**src/rtl/gemini_wb_pkg.sv**
```systemverilog
// Shared types and helpers for the writeback port arbiter and its pending FIFO.
package gemini_wb_pkg;

    localparam int REG_ADDR_W = 5;
    localparam int DATA_W     = 32;

    typedef struct packed {
        logic                  vld;
        logic [REG_ADDR_W-1:0] addr;
        logic [DATA_W-1:0]     data;
    } wb_pend_entry_t;

    function automatic int clog2(input int value);
        int r;
        r = 0;
        for (int i = 0; i < 31; i++) begin
            if ((1 << i) < value) r = i + 1;
        end
        return r;
    endfunction

endpackage

```
**src/rtl/wb_pend_fifo.sv**
```systemverilog
// Pending-result FIFO for long-latency writebacks; entries can be squashed
// in place by address so a younger pipeline write wins on WAW.
module wb_pend_fifo
    import gemini_wb_pkg::*;
#(
    parameter int DEPTH = 2
) (
    input  logic                  clk,
    input  logic                  rst,
    input  logic                  push,
    input  logic                  push_vld,
    input  logic [REG_ADDR_W-1:0] push_addr,
    input  logic [DATA_W-1:0]     push_data,
    input  logic                  pop,
    input  logic                  squash_en,
    input  logic [REG_ADDR_W-1:0] squash_addr,
    output logic                  head_vld,
    output logic [REG_ADDR_W-1:0] head_addr,
    output logic [DATA_W-1:0]     head_data,
    output logic                  full,
    output logic                  empty,
    output logic [clog2(DEPTH):0] count
);

    localparam int          AW       = clog2(DEPTH);
    localparam logic [AW:0] FULL_CNT = (AW+1)'(DEPTH);

    logic [DEPTH-1:0]      vld_q, vld_d;
    logic [REG_ADDR_W-1:0] addr_q [DEPTH];
    logic [DATA_W-1:0]     data_q [DEPTH];
    logic [AW-1:0]         wr_ptr_q, rd_ptr_q;
    logic [AW:0]           count_q;
    logic                  push_ok, pop_ok;

    assign full     = (count_q == FULL_CNT);
    assign empty    = (count_q == '0);
    assign count    = count_q;
    assign push_ok  = push & ~full;
    assign pop_ok   = pop & ~empty;
    assign head_vld  = vld_q[rd_ptr_q];
    assign head_addr = addr_q[rd_ptr_q];
    assign head_data = data_q[rd_ptr_q];

    // Squash compares every slot; stale slots are harmless, and the pushed
    // slot is written last so its own validity is decided by the caller.
    always_comb begin
        vld_d = vld_q;
        if (squash_en) begin
            for (int i = 0; i < DEPTH; i++) begin
                if (addr_q[i] == squash_addr) vld_d[i] = 1'b0;
            end
        end
        if (push_ok) vld_d[wr_ptr_q] = push_vld;
    end

    always_ff @(posedge clk or posedge rst) begin
        if (rst) begin
            vld_q    <= '0;
            wr_ptr_q <= '0;
            rd_ptr_q <= '0;
            count_q  <= '0;
        end else begin
            vld_q <= vld_d;
            if (push_ok) wr_ptr_q <= wr_ptr_q + 1'b1;
            if (pop_ok)  rd_ptr_q <= rd_ptr_q + 1'b1;
            count_q <= count_q + (AW+1)'(push_ok) - (AW+1)'(pop_ok);
        end
    end

    always_ff @(posedge clk) begin
        if (push_ok) begin
            addr_q[wr_ptr_q] <= push_addr;
            data_q[wr_ptr_q] <= push_data;
        end
    end

endmodule

```
**src/rtl/wb_port_arbiter.sv**
```systemverilog
// Arbitrates the single regfile write port between the pipeline writeback
// stream (priority) and buffered long-latency results, with anti-starvation stall.
module wb_port_arbiter
    import gemini_wb_pkg::*;
#(
    parameter int DEPTH      = 2,
    parameter int STARVE_MAX = 4
) (
    input  logic                  clk,
    input  logic                  rst,
    input  logic                  p_valid,
    input  logic [REG_ADDR_W-1:0] p_addr,
    input  logic [DATA_W-1:0]     p_data,
    input  logic                  lu_valid,
    output logic                  lu_ready,
    input  logic [REG_ADDR_W-1:0] lu_addr,
    input  logic [DATA_W-1:0]     lu_data,
    output logic                  pipe_stall,
    output logic                  rf_we,
    output logic [REG_ADDR_W-1:0] rf_waddr,
    output logic [DATA_W-1:0]     rf_wdata,
    output logic [clog2(DEPTH):0] pend_cnt
);

    localparam int          SW   = clog2(STARVE_MAX + 1);
    localparam logic [SW-1:0] SMAX = SW'(STARVE_MAX);

    wb_pend_entry_t        push_e, head_e;
    logic                  full, empty;
    logic                  p_grant, p_wr, pop, push, head_squash;
    logic                  pipe_stall_q, pipe_stall_d;
    logic                  rf_we_q, rf_we_d;
    logic [REG_ADDR_W-1:0] rf_waddr_q, rf_waddr_d;
    logic [DATA_W-1:0]     rf_wdata_q, rf_wdata_d;
    logic [SW-1:0]         starve_q, starve_d;

    assign lu_ready = ~full & ~rst;

    wb_pend_fifo #(.DEPTH(DEPTH)) u_fifo (
        .clk         (clk),
        .rst         (rst),
        .push        (push),
        .push_vld    (push_e.vld),
        .push_addr   (push_e.addr),
        .push_data   (push_e.data),
        .pop         (pop),
        .squash_en   (p_wr),
        .squash_addr (p_addr),
        .head_vld    (head_e.vld),
        .head_addr   (head_e.addr),
        .head_data   (head_e.data),
        .full        (full),
        .empty       (empty),
        .count       (pend_cnt)
    );

    always_comb begin
        p_grant      = p_valid & ~pipe_stall_q;
        p_wr         = p_grant & (p_addr != '0);
        pop          = ~p_grant & ~empty;
        push         = lu_valid & lu_ready & (lu_addr != '0);
        // A result arriving alongside a pipeline write to the same register is older.
        push_e.vld   = ~(p_wr & (lu_addr == p_addr));
        push_e.addr  = lu_addr;
        push_e.data  = lu_data;
        head_squash  = p_wr & (head_e.addr == p_addr);
        rf_we_d      = 1'b0;
        rf_waddr_d   = rf_waddr_q;
        rf_wdata_d   = rf_wdata_q;
        starve_d     = '0;

        if (p_wr) begin
            rf_we_d    = 1'b1;
            rf_waddr_d = p_addr;
            rf_wdata_d = p_data;
        end else if (pop & head_e.vld) begin
            rf_we_d    = 1'b1;
            rf_waddr_d = head_e.addr;
            rf_wdata_d = head_e.data;
        end

        if (empty | pop | ~head_e.vld | head_squash) starve_d = '0;
        else if (starve_q != SMAX)                   starve_d = starve_q + 1'b1;
        else                                         starve_d = starve_q;

        pipe_stall_d = ~pipe_stall_q & (starve_d == SMAX);
    end

    always_ff @(posedge clk or posedge rst) begin
        if (rst) begin
            pipe_stall_q <= 1'b0;
            rf_we_q      <= 1'b0;
            rf_waddr_q   <= '0;
            rf_wdata_q   <= '0;
            starve_q     <= '0;
        end else begin
            pipe_stall_q <= pipe_stall_d;
            rf_we_q      <= rf_we_d;
            rf_waddr_q   <= rf_waddr_d;
            rf_wdata_q   <= rf_wdata_d;
            starve_q     <= starve_d;
        end
    end

    assign pipe_stall = pipe_stall_q;
    assign rf_we      = rf_we_q;
    assign rf_waddr   = rf_waddr_q;
    assign rf_wdata   = rf_wdata_q;

endmodule

```
**config.mk**
```make
export PLATFORM = sky130hd
export DESIGN_NAME = wb_port_arbiter
export DESIGN_NICKNAME = d
export VERILOG_FILES = /design/src/rtl/gemini_wb_pkg.sv /design/src/rtl/wb_pend_fifo.sv /design/src/rtl/wb_port_arbiter.sv
export SDC_FILE = /design/constraint.sdc
export NUM_CORES = 1
export LEC_CHECK = 0
export ABC_CLOCK_PERIOD_IN_PS = 1900
export CAP_MARGIN = 10
export CORE_ASPECT_RATIO = 0.7
export CORE_UTILIZATION = 40
export DETAILED_ROUTE_END_ITERATION = 7
export PLACE_DENSITY = 0.67
export SYNTH_ARGS = -nofsm -noshare
export SYNTH_HDL_FRONTEND = slang
export SYNTH_SLANG_ARGS = --single-unit
```
**constraint.sdc**
```tcl
create_clock -name clk -period 1.9 [get_ports clk]
set_input_delay 0.38 -clock clk [delete_from_list [all_inputs] [get_ports clk]]
set_output_delay 0.38 -clock clk [all_outputs]
set_load 0.01 [all_outputs]
```
# Word-level counts from Yosys, hierarchy flattened
# Memory sizes are Yosys's and may differ from the RTL's.
# Cells that the tools add are included.
[totals]
register_bits = 48
latchBits = 0
ramBits = 74
romBits = 0
in_bits = 78
out_inout_bits = 42
word_cells = 72
n_memories = 2
[op_classes]
addsub = 5
n_mul = 0
div_mod_pow = 0
magnitude_cmp = 3
eq_ne = 7
shift = 0
muxes = 19
n_bitwise = 22
n_reduce_logical = 5
[mem_list]
columns = ["name", "words", "word_bits", "read_ports", "rd_ports_with_merged_regs", "write_ports", "line_no", "rtl"]
rows = [
  ["u_fifo.data_q", 2, 32, 1, 0, 1, "wb_pend_fifo.sv:30", "logic [DATA_W-1:0] data_q [DEPTH];"],
  ["u_fifo.addr_q", 2, 5, 3, 0, 1, "wb_pend_fifo.sv:29", "logic [REG_ADDR_W-1:0] addr_q [DEPTH];"],
]
[op_table]
columns = ["operator", "n"]
rows = [
  ["two-way mux 32 bit", 2],
  ["equality test 5 bit", 4],
  ["bitwise AND 1 bit", 12],
  ["two-way mux 5 bit", 2],
  ["nonzero test 5 bit", 2],
  ["two-way mux 1 bit", 9],
  ["inverter 1 bit", 7],
  ["two-way mux 3 bit", 2],
  ["less-than comparator 1 x 2 -> 1 bit, second input constant", 2],
  ["two-way mux 2 bit", 2],
  ["adder 3 x 1 -> 3 bit, second input constant", 1],
  ["equality test 3 bit, second input constant", 1],
  ["!= test 3 bit, second input constant", 1],
  ["bitwise OR 1 bit", 3],
  ["adder 1 bit, second input constant", 2],
  ["adder 2 x 1 -> 2 bit", 1],
  ["bitwise mux 2 bit", 1],
  ["equality test 2 bit, second input constant", 1],
  ["zero test 2 bit", 1],
  ["nonzero test 2 bit", 1],
  ["subtractor 2 x 1 -> 2 bit", 1],
  ["demux 1 bit (select 1 bit)", 1],
  ["greater-or-equal comparator 1 bit, second input constant", 1],
  ["logical AND 1 bit", 1],
]

# Logic depth before layout (Yosys ltp)
# Gate-level depths: netlist of run 1.
[depth]
depth_word = 10
ltp_mapped = 8
depth_no_buf = 7

# Hierarchy
# Synthesis of run 1 repeated with hierarchy kept, for this count alone.
[unflattened]
hier_cells = 333
hier_area_um2 = 5183.7
[modules_own_cells]
columns = ["mod", "n_inst", "cells_per_inst", "area_per_inst_um2"]
rows = [
  ["wb_pend_fifo", 1, 155, 3070.4],
  ["wb_port_arbiter", 1, 178, 2113.3],
]

# Least setup slack after synthesis of run 1
# OpenSTA, ideal clock, no wires.
[synth_timing]
kind = "reg-to-reg"
start = "reg u_fifo.count_q[1], in the netlist u_fifo.count[1]"
end = "mem u_fifo.addr_q[1][0], enable pin"
setup_ps = 398
t_arrival_ps = 1833
required_time_ps = 1502
setup_slack_ps = -332
stages_incl_launch_ff = 3
cell_sequence = "dfrtp_1 > a21oi_1 > and4_1"
[synth_between]
elab_chain_cells = 8
[synth_lines]
columns = ["item", "line_no", "rtl"]
rows = [
  ["from (decl)", "wb_pend_fifo.sv:32", "logic [AW:0] count_q;"],
  ["from (signal assigned)", "wb_pend_fifo.sv:66", "count_q <= count_q + (AW+1)'(push_ok) - (AW+1)'(pop_ok);"],
  ["equality test 2 bit", "wb_pend_fifo.sv:35", "assign full = (count_q == FULL_CNT);"],
  ["inverter 1 bit", "wb_port_arbiter.sv:37", "assign lu_ready = ~full & ~rst;"],
  ["bitwise AND 1 bit", "wb_port_arbiter.sv:37", ""],
  ["net lu_ready", "wb_port_arbiter.sv:15", "output logic lu_ready,"],
  ["bitwise AND 1 bit (2 in series)", "wb_port_arbiter.sv:61", "push = lu_valid & lu_ready & (lu_addr != '0);"],
  ["bitwise AND 1 bit", "wb_pend_fifo.sv:38", "assign push_ok = push & ~full;"],
  ["two-way mux 1 bit", "wb_pend_fifo.sv:71", "if (push_ok) begin"],
  ["two-way mux 1 bit (implied by the code)", "wb_pend_fifo.sv:72", "addr_q[wr_ptr_q] <= push_addr;"],
  ["to (decl)", "wb_pend_fifo.sv:29", ""],
]
# The timed path passes the listed nets, and every way through them passes these cells.

# Worst setup path after layout of run 1
[layout_timing]
start = "in p_addr[1]"
end = "reg rf_wdata_q[26], in the netlist rf_wdata[26]"
[layout_between]
elab_chain_cells = 3
[layout_lines]
columns = ["item", "line_no", "rtl"]
rows = [
  ["from (decl)", "wb_port_arbiter.sv:12", "input logic [REG_ADDR_W-1:0] p_addr,"],
  ["nonzero test 5 bit (*)", "wb_port_arbiter.sv:59", "p_wr = p_grant & (p_addr != '0);"],
  ["bitwise AND 1 bit (*)", "wb_port_arbiter.sv:59", ""],
  ["two-way mux 32 bit / nonzero test 2 bit (equally long branches)", "--", ""],
  ["to (signal assigned)", "wb_port_arbiter.sv:100", "rf_wdata_q <= rf_wdata_d;"],
  ["to (decl)", "wb_port_arbiter.sv:34", "logic [DATA_W-1:0] rf_wdata_q, rf_wdata_d;"],
]
# Every way passes the cells marked *; elsewhere a longest branch is shown, timed or not.
# A chain may end at the register's enable or synchronous reset.

==> results of run 1 <==
==> worst max-delay path: stages <==
cell             delay, ps
clkdlybuf4s50_1        440
or4_4                  620
o21a_4                 320
a221o_1                390
==> Yosys cell counts (2+ instances only) <==
cell type / count / area [µm²]
mux2i_1: 39 / 390
inv_1: 6 / 22.5
nor2_1: 40 / 150
nand3_1: 3 / 15.0
xor2_1: 9 / 78.8
o41ai_1: 2 / 17.5
buf_8: 2 / 30.0
buf_6: 4 / 45.0
a221o_1: 36 / 360
dfrtp_1: 48 / 1200
nand2_1: 5 / 18.8
buf_2: 7 / 35.0
nor4_1: 2 / 12.5
edfxtp_1: 74 / 2220
or3_1: 2 / 12.5
buf_12: 2 / 40.0
clkbuf_1: 4 / 15.0
xnor2_1: 16 / 140
a21oi_1: 4 / 20.0
ha_1: 4 / 50.1
==> what timing repair did <==
| item | in CTS | in global routing |
|---|---|---|
| cloned | 0 | 1 |
| resized for setup | 2 | 3 |
| setup endpoints to repair | 1 | 28 |
| hold endpoints to repair | 0 | 0 |
| buffers inserted | 0 | 0 |
==> registers in the layout, summed over array words and instances (netlist names) <==
register,flops
u_fifo.data_q,64
rf_wdata,32
u_fifo.addr_q,10
rf_waddr,5
starve_q,3
u_fifo.count,2
u_fifo.vld_q,2
pipe_stall,1
rf_we,1
u_fifo.rd_ptr_q,1
u_fifo.wr_ptr_q,1
==> cell families after synthesis <==
kind of cell | share of synthesized area (%)
flip-flops | 67.9
buffers and inverters | 4.07
multiplexers | 7.97
XOR/XNOR | 4.34
AND/OR/NAND/NOR | 5.53
AO/OA/AOI/OAI | 9.21
adder cells (fa/ha/maj) | 0.993
==> power by group through the flow <==
stage | clock network [mW] | registers, mW | logic (mW)
2_1_floorplan | 0 | 3.97 | 1.62
3_3_place_gp | 0 | 3.85 | 3.27
3_5_place_dp | 0 | 3.86 | 3.36
4_1_cts | 3.64 | 3.84 | 3.37
5_1_grt | 3.79 | 3.89 | 3.62
6_report | 3.58 | 3.83 | 3.34
==> routing by layer <==
metal	track usage (%)	vias to the layer above	wire length, µm
li1	-	1559	-
met2	28.9	115	5360
met4	7.50	0	165
met3	4.53	16	689
met1	25.6	1651	5570
met5	0	-	0
==> metrics by stage <==
step           cells  instance area, µm²  power [mW]  hold WS, ps
2_1_floorplan    328                5050        5.58          447
3_3_place_gp     619                6670        7.12          465
3_5_place_dp     619                6670        7.23          463
4_1_cts          651                7330        10.8          474
5_1_grt          652                7350        11.3          503
6_report         652                7350        10.8          478
==> final timing paths <==
check / from / end / slack [ps]
max: p_addr[1] / rf_wdata[26]$_DFFE_PP0P_ / 20
min: u_fifo.wr_ptr_q$_DFFE_PP0N_ / u_fifo.wr_ptr_q$_DFFE_PP0N_ / 480
max reg2reg: u_fifo.rd_ptr_q$_DFFE_PP0P_ / starve_q[0]$_DFF_PP0_ / 90
min reg2reg: u_fifo.wr_ptr_q$_DFFE_PP0N_ / u_fifo.wr_ptr_q$_DFFE_PP0N_ / 480
max in group asynchronous: rst / u_fifo.rd_ptr_q$_DFFE_PP0P_ / 1150
min in group asynchronous: rst / pipe_stall$_DFF_PP0_ / 500
==> final cells by class <==
cell class | instances | area share (%)
sequential | 122 | 46.6
timing repair buffer | 155 | 21.7
multi-input combinational | 179 | 19.7
clock buffer | 20 | 5.94
clock inverter | 12 | 2.98
tap | 157 | 2.67
inverter | 7 | 0.442
==> results.md, run 1 <==
* Hold path depth at 1
* Clock-pin slew on the worst setup and hold paths at 50 ps
* Drt pass-1 iters at 4
* Clk buf depth at 2
* Ys Warns at 0
* Die Height at 95.9 µm
* Via Count at 3341
* Worst reg2reg path depth at 6
* Drt drc at 0
* Async SR Flop Fraction at 39.3%
* Clk_skew at 9.43 ps
* Post-DRT Antenna Nets at 0
* Clock network power share at 33.3%
* P_leak at 2.86 nW
* Worst Tran Pin Value at 292 ps
* Setup WS post-layout at 20.6 ps
* Maximum number of pins on one net before global-route repair at 49
* Post-Syn Instances at 328
* Footprint of the multi-input gates at 1450 µm²
* Run status: finished clean
* # setup viols final at 0
* Layout cells sized above 1 at 16.2%
* Slew HR at 80.0%
* Reg power frac at 35.6%
* Root Driver: clkbuf_16
* Initial antenna violation count at 0
* Register area share after synthesis at 67.9%
* Number of global-route vias before repair at 3402
* Max Transition Viols Final at 0
* Number of placement rows at 33
* Number of synthesized register bits at 122
* Die area at 13100 µm²
* Clock latency on the worst-skew pair at 400 ps
* Vias per inst at 5.12
* P_sw at 2.96 mW
* Final Hold Viols at 0
* FF/Latch Area at 3420 µm²
* Die X-Extent at 136 µm
* Hold Crit Class: reg2reg
* Yosys cell types at 39
* Fin util at 61.4%
* Pint at 7.79 mW
* ANT cells at 0
* Critical path launch point type: primary input
* Setup TNS at 0 ps
* RSZ-0062 raised after global routing: no
* Worst EP arrival at 2160 ps
* Average size of a mapped cell at 15.4 µm²
* Max FO, Critical Path at 16
* Critical Path Sink Type: flip-flop
* Number of I/O pins at 120
* Max Clock Freq at 532 MHz
* H-Tree Depth at 4
* Remaining Overflow, GRT at 0
* Hold Buf Count CTS at 0
* DP HPWL at 7970 µm
* GPL Wtd Cong at 0.794
* Tot GR Track Use at 18.7%
* Nets at 564
* Cell Area, Synth at 5040 µm²
* Drt total wl at 11800 µm
* Ys flop type: edfxtp_1
* Port bufs at 119
* First-pass GRT wire length at 17800 µm
* Critical path class: in2reg
* Comb pwr share at 31.1%
* Switching fraction of total power at 27.6%
* Period utilisation layout at 98.9%
* Pwr dens at 1460 nW/µm²
* Area grow syn2layout at 45.8%
* WL/cell at 18.1 µm
* Initial core utilization at 42.1%
* 1st-iter DRT viols at 204
* Post-Syn Nets at 410
* Critical Path RT at 2180 ps
* Most frequent cells in the layout: clkdlybuf4s50_1, edfxtp_1, dfrtp_1
* CTS buffer count at 17
* Clk sinks at 122
* VDD IR max at 736 µV
* Core Area at 12000 µm²
* Number of flops mapped to enable cells by yosys at 74
* Fillers at 933
* Max Cap Viol at 0
* Worst slack, placed at -424 ps
* Tmin final at 1880 ps
* CTS tree: yes
* Commonest non-fill, non-tap cell in the layout: clkdlybuf4s50_1
Note: power is estimated with default switching activity, not from simulation.
==> inputs of run 2 (changes only) <==
--- a/config.mk
+++ b/config.mk
@@ -10,7 +10,8 @@
 export CORE_ASPECT_RATIO = 0.7
 export CORE_UTILIZATION = 40
 export DETAILED_ROUTE_END_ITERATION = 7
-export PLACE_DENSITY = 0.67
+export PLACE_DENSITY = 0.76
 export SYNTH_ARGS = -nofsm -noshare
 export SYNTH_HDL_FRONTEND = slang
 export SYNTH_SLANG_ARGS = --single-unit
+export TNS_END_PERCENT = 100
==> run 2 against run 1 <==
Net effect: highest routed layer unchanged; first-iteration DRC count fell by 16%; utilization is 1.1 points lower; die area stayed put; cell count is 0.77% lower; cell area fell by 1.8%; combinational power shrank 4%; global-route usage increased by 0.41 points.
==> results.md, run 2 (synthesized netlist as in run 1, its figures left out) <==
* # setup viols final at 0 (unchanged)
* Worst slack, placed at -408 ps (+16.7 ps)
* Via Count at 3371 (+0.90%)
* P_leak at 2.81 nW (-1.8%)
* Placed Cells at 615 (-0.65%)
* Port bufs at 119 (unchanged)
* Most frequent cells in the layout: clkdlybuf4s50_1, edfxtp_1, dfrtp_1
* Drt total wl at 11500 µm (-2.2%)
* Max Transition Viols Final at 0 (unchanged)
* Period utilisation layout at 99.3% (+0.43 points)
* Critical Path RT at 2180 ps (about the same)
* Run status: finished clean
* WHS Endpoint: u_fifo.wr_ptr_q$_DFFE_PP0N_
* H-Tree Depth at 4 (unchanged)
* Worst reg2reg path depth at 6 (unchanged)
* GPL Wtd Cong at 0.789 (-0.68%)
* 1st-iter DRT viols at 171 (-16%)
* Clock latency on the worst-skew pair at 410 ps (about the same)
* Max reg flops at 64 (unchanged)
* Hold wc startpoint: u_fifo.wr_ptr_q$_DFFE_PP0N_
* Slew HR at 72.2% (-7.7 points)
* WL/cell at 17.8 µm (-1.4%)
* Initial antenna violation count at 0 (unchanged)
* Tmin final at 1890 ps (+8.13 ps)
* Final Hold Viols at 0 (unchanged)
* Max Cap Viol at 0 (unchanged)
* VDD IR max at 754 µV (+2.5%)
* Max FO, Critical Path at 32 (+16)
* Setup WS post-layout at 12.5 ps (-8.13 ps)
* Post-DRT Antenna Nets at 0 (unchanged)
* Critical path class: in2reg
* Number of I/O pins at 120 (unchanged)
* Die area at 13100 µm² (unchanged)
* Clk buf depth at 2 (unchanged)
* CTS buffer count at 17 (unchanged)
* Number of placement rows at 33 (unchanged)
* Worst hold margin at 492 ps (+14.0 ps)
* Hold Buf Count CTS at 0 (unchanged)
* Drt pass-1 iters at 6 (+2)
* Max Clock Freq at 530 MHz (-0.43%)
* Post-layout instance count excluding filler cells at 647 (-0.77%)
* Worst Tran Pin Value at 416 ps (+124 ps)
* Nets at 559 (-0.89%)
* Number of global-route vias before repair at 3496 (+2.8%)
* Reg-to-reg setup timing slack at 160 ps (+70 ps)
* Area grow syn2layout at 43.2%
* Initial core utilization at 42.1% (unchanged)
* Die X-Extent at 136 µm (unchanged)
* Die Height at 95.9 µm (unchanged)
* Vias per inst at 5.21 (+1.7%)
* Pwr dens at 1440 nW/µm² (-1.8%)
* Hold path depth at 1 (unchanged)
* Critical path launch point type: primary input
* ANT cells at 0 (unchanged)
* Clk sinks at 122 (unchanged)
* CTS tree: yes
* Top reg by flops: u_fifo.data_q
* Hold Crit Class: reg2reg
* Commonest non-fill, non-tap cell in the layout: clkdlybuf4s50_1
* DP HPWL at 8160 µm (+2.4%)
* Maximum number of pins on one net before global-route repair at 33 (-33%)
* Drt drc at 0 (unchanged)
* Clock-pin slew on the worst setup and hold paths at 50 ps (about the same)
* Tot GR Track Use at 19.1% (+0.41 points)
* Remaining Overflow, GRT at 0 (unchanged)
* R2R Path End: u_fifo.vld_q[0]$_DFF_PP0_
* Root Driver: clkbuf_16
* Core Area at 12000 µm² (unchanged)
* Reg2reg start: pipe_stall$_DFF_PP0_
* Worst EP arrival at 2170 ps (about the same)
* Layout cells sized above 1 at 14.7% (-1.5 points)
* Critical Path Sink Type: flip-flop
* First-pass GRT wire length at 18000 µm (+1.4%)
* RSZ-0062 raised after global routing: no
* Clk_skew at 9.30 ps (-0.126 ps)
==> run 2: cell count changes in the layout (fill, tap and decap cells not counted), sizes merged <==
cell / previous run / this run
buf: 36 / 32
bufinv: 6 / 4
clkbuf: 20 / 22
clkinv: 3 / 6
clkinvlp: 3 / 1
inv: 7 / 6
o21a: 2 / 1
==> run 2: final cells by class <==
type	count	area, µm²
fillers	903	4750
flip-flops and latches	122	3420
repair buffers	151	1530
multi-input cells	178	1430
clock buffers	22	464
well taps	157	196
clock inverters	10	148
inverters	7	32.5
==> run 2: worst max path at each step <==
| stage | startpoint | to | depth (start not counted) |
|---|---|---|---|
| floorplan | p_addr[2] | rf_waddr[3]$_DFFE_PP0P_ | 8 |
| global placement | p_valid | u_fifo.vld_q[1]$_DFF_PP0_ | 7 |
| detailed placement | p_addr[1] | rf_wdata[24]$_DFFE_PP0P_ | 4 |
| CTS | p_addr[1] | rf_wdata[24]$_DFFE_PP0P_ | 4 |
| global route | p_addr[1] | rf_wdata[24]$_DFFE_PP0P_ | 4 |
| finish | p_addr[1] | rf_wdata[31]$_DFFE_PP0P_ | 4 |
==> run 2: what timing repair did <==
action,CTS,global route
setup buffers,0,0
setup endpoints to repair,1,2
cloned,0,0
resized for setup,2,1
pin swaps,1,0
==> run 2: power by group <==
| group | internal, mW | switching [mW] |
|---|---|---|
| registers | 3.48 | 0.341 |
| clock network | 2.24 | 1.09 |
| logic | 1.76 | 1.46 |
==> run 2: stage by stage <==
stage               cell area, µm²  power [mW]  utilization (%)  setup TNS (ps)
detailed placement            6600        7.11             55.1          -21010
global placement              6600        6.98             55.1          -16110
global route                  7220        10.9             60.3               0
CTS                           7210        10.5             60.3               0
finish                        7220        10.4             60.3               0
floorplan                     5050        5.58                -               0
==> run 2: critical path, stage by stage <==
cell and delay, ps:
clkdlybuf4s50_1 440, or4_4 580, o21a_4 350, a221o_1 410
==> run 2: per-layer routing <==
layer | global-route usage [%] | vias to the layer above | part of all wire, %
li1 | - | 1545 | -
met1 | 23.2 | 1682 | 44
met2 | 31.3 | 120 | 48
met3 | 7.42 | 24 | 6.5
met4 | 6.48 | 0 | 1.7
met5 | 0 | - | 0
==> inputs of run 3 (changes only) <==
--- a/config.mk
+++ b/config.mk
@@ -5,11 +5,12 @@
 export SDC_FILE = /design/constraint.sdc
 export NUM_CORES = 1
 export LEC_CHECK = 0
-export ABC_CLOCK_PERIOD_IN_PS = 1900
+export ABC_CLOCK_PERIOD_IN_PS = 1550
 export CAP_MARGIN = 10
 export CORE_ASPECT_RATIO = 0.7
 export CORE_UTILIZATION = 40
 export DETAILED_ROUTE_END_ITERATION = 7
+export HOLD_SLACK_MARGIN = 0.12
 export PLACE_DENSITY = 0.76
 export SYNTH_ARGS = -nofsm -noshare
 export SYNTH_HDL_FRONTEND = slang
==> constraint.sdc (replaced) <==
create_clock -name clk -period 1.55 [get_ports clk]
set_input_delay 0.31 -clock clk [delete_from_list [all_inputs] [get_ports clk]]
set_output_delay 0.31 -clock clk [all_outputs]
set_load 0.01 [all_outputs]
==> run 3 against run 2 <==
Net effect: setup slack got worse by 220 ps; sequential power increased by 23%; utilization increased by 2.6 points; register-to-register slack got worse by 360 ps; global-route usage increased by 0.88 points; the flow now finishes with violations (setup timing); first-iteration DRC count increased by 13%; via count increased by 2.9%; cell count increased by 4.3%; hold slack got worse by 110 ps; flip-flop and latch count unchanged; non-clock buffer count increased by 28; critical path type is now reg2reg.
==> results.md, run 3 (synthesized netlist as in run 1, its figures left out) <==
* Die Height at 95.9 µm (unchanged)
* Number of I/O pins at 120 (unchanged)
* Max FO, Critical Path at 16 (-50%)
* Commonest non-fill, non-tap cell in the layout: clkdlybuf4s50_1
* Hold Crit Class: in2async
* Final Hold Viols at 0 (unchanged)
* Hold Buf Count CTS at 0 (unchanged)
* Final total power at 12.8 mW (+23%)
* VDD IR max at 949 µV (+26%)
* 1st-iter DRT viols at 194 (+13%)
* First-pass GRT wire length at 18800 µm (+4.6%)
* Worst slack, placed at -635 ps (-227 ps)
* DP HPWL at 8150 µm (about the same)
* Die area at 13100 µm² (unchanged)
* Tmin final at 1750 ps
* Area grow syn2layout at 49.4%
* Remaining Overflow, GRT at 0 (unchanged)
* Drt total wl at 12300 µm (+6.7%)
* R2R Path End: rf_wdata[22]$_DFFE_PP0P_
* H-Tree Depth at 4 (unchanged)
* Drt pass-1 iters at 6 (unchanged)
* Clock latency on the worst-skew pair at 410 ps (about the same)
* P_leak at 3.02 nW (+7.6%)
* Reg2reg start: u_fifo.rd_ptr_q$_DFFE_PP0P_
* Initial antenna violation count at 0 (unchanged)
* Violated checks: setup timing
* RSZ-0062 raised after global routing: yes
* # setup viols final at 81 (+81)
* Core Area at 12000 µm² (unchanged)
* Max reg flops at 64 (unchanged)
* Worst reg2reg path depth at 5 (-1)
* Maximum number of pins on one net before global-route repair at 33 (unchanged)
* Critical path class: reg2reg
* Number of placement rows at 33 (unchanged)
* Nets at 587 (+5.0%)
* GPL Wtd Cong at 0.832 (+5.5%)
* Worst hold margin at 381 ps (-111 ps)
* Reg-to-reg setup timing slack at -200 ps (-360 ps)
* Tot GR Track Use at 20.0% (+0.88 points)
* Post-DRT Antenna Nets at 0 (unchanged)
* Critical Path Sink Type: flip-flop
* CTS tree: yes
* Max Clock Freq at 570 MHz
* Clk_skew at 9.25 ps (-0.0573 ps)
* Most frequent cells in the layout: clkdlybuf4s50_1, edfxtp_1, dfrtp_1
* Slew HR at 70.7% (-1.5 points)
* Initial core utilization at 42.1% (unchanged)
* Max Cap Viol at 0 (unchanged)
* CP max stage delay at 430 ps (-150 ps)
* Crit-path slowest cell: dfrtp_2
* Worst EP arrival at 2040 ps (-130 ps)
* Number of global-route vias before repair at 3585 (+2.5%)
* Clk sinks at 122 (unchanged)
* Crit-path cells: mux2i_1, or3_4, and2_4, buf_12, a221o_1
* Pwr dens at 1700 nW/µm² (+18%)
* Top reg by flops: u_fifo.data_q
* Max Transition Viols Final at 0 (unchanged)
* Vias per inst at 5.14 (-1.4%)
* Run status: finished with violations
* Root Driver: clkbuf_16
* Die X-Extent at 136 µm (unchanged)
* CTS buffer count at 17 (unchanged)
* Clk buf depth at 2 (unchanged)
* Via Count at 3469 (+2.9%)
* Clock-pin slew on the worst setup and hold paths at 50 ps (about the same)
* Layout cells sized above 1 at 23.2% (+8.5 points)
* WL/cell at 18.2 µm (+2.3%)
* Drt drc at 0 (unchanged)
* Critical path launch point type: flip-flop
* Fin util at 62.9% (+2.6 points)
* Critical Path RT at 1840 ps (-340 ps)
* Port bufs at 119 (unchanged)
* Period utilisation layout at 113%
* ANT cells at 0 (unchanged)
* Setup WS post-layout at -203 ps (-216 ps)
* Worst Tran Pin Value at 439 ps (+22.5 ps)
[run 3: cell count changes in the layout (fill, tap and decap cells not counted), sizes merged]
cell / previous run / this run
bufinv: 4 / 1
buf: 32 / 61
clkinvlp: 1 / 5
dlygate4sd2: 1 / 39
clkdlybuf4s15: 0 / 1
clkdlybuf4s50: 118 / 76
clkinv: 6 / 9
clkbuf: 22 / 20
[run 3: repair_timing]
action,CTS,global route
pin swaps,7,7
cloned,2,2
gates resized for setup,62,15
buffers inserted,12,3
endpoints found under the setup margin,123,84
[run 3: layout make-up]
| class | count | area, µm² |
|---|---|---|
| inverter | 7 | 37.5 |
| tap | 157 | 196 |
| timing repair buffer | 179 | 1780 |
| clock inverter | 14 | 126 |
| clock buffer | 18 | 439 |
| sequential | 122 | 3420 |
| multi-input combinational | 178 | 1530 |
| fill | 869 | 4440 |
[run 3: worst max path at each step]
stage                                      startpoint                  endpoint  slack (ps)  cells past startpoint
after global placement                      p_addr[1]   rf_wdata[0]$_DFFE_PP0P_        -610                      4
after CTS                 u_fifo.rd_ptr_q$_DFFE_PP0P_  rf_wdata[22]$_DFFE_PP0P_        -200                      5
after detailed placement                    p_addr[1]   rf_wdata[0]$_DFFE_PP0P_        -630                      4
final                     u_fifo.rd_ptr_q$_DFFE_PP0P_  rf_wdata[22]$_DFFE_PP0P_        -200                      5
after global routing      u_fifo.rd_ptr_q$_DFFE_PP0P_  rf_wdata[22]$_DFFE_PP0P_        -240                      5
after floorplan                             p_addr[1]   rf_waddr[3]$_DFFE_PP0P_        -260                      8
[run 3: worst max-delay path: cells and delay by family, from the launching register on]
kind	cells	cell delay, ps
buffers and inverters	1	160
AND/OR/NAND/NOR	2	570
AO/OA/AOI/OAI	1	310
multiplexers	1	150
flip-flops	1	430
[run 3: metrics by stage]
step | setup TNS, ps | instances | cell area, µm²
6_report | -11250 | 675 | 7530
3_5_place_dp | -44650 | 626 | 6710
5_1_grt | -16640 | 675 | 7530
3_3_place_gp | -42300 | 626 | 6710
4_1_cts | -10280 | 672 | 7450
2_1_floorplan | -15000 | 328 | 5100
[run 3: metal layers]
metal / vias up / global-route usage (%) / wire length (µm)
li1: 1605 / - / -
met1: 1727 / 25.7 / 5520
met5: - / 0 / 0
met2: 125 / 32.1 / 5780
met3: 12 / 6.27 / 869
met4: 0 / 6.85 / 130
[run 3: where the power goes]
| group | internal [mW] | switching [mW] |
|---|---|---|
| logic | 2.36 | 2.07 |
| registers | 4.26 | 0.423 |
| clock network | 2.24 | 1.42 |
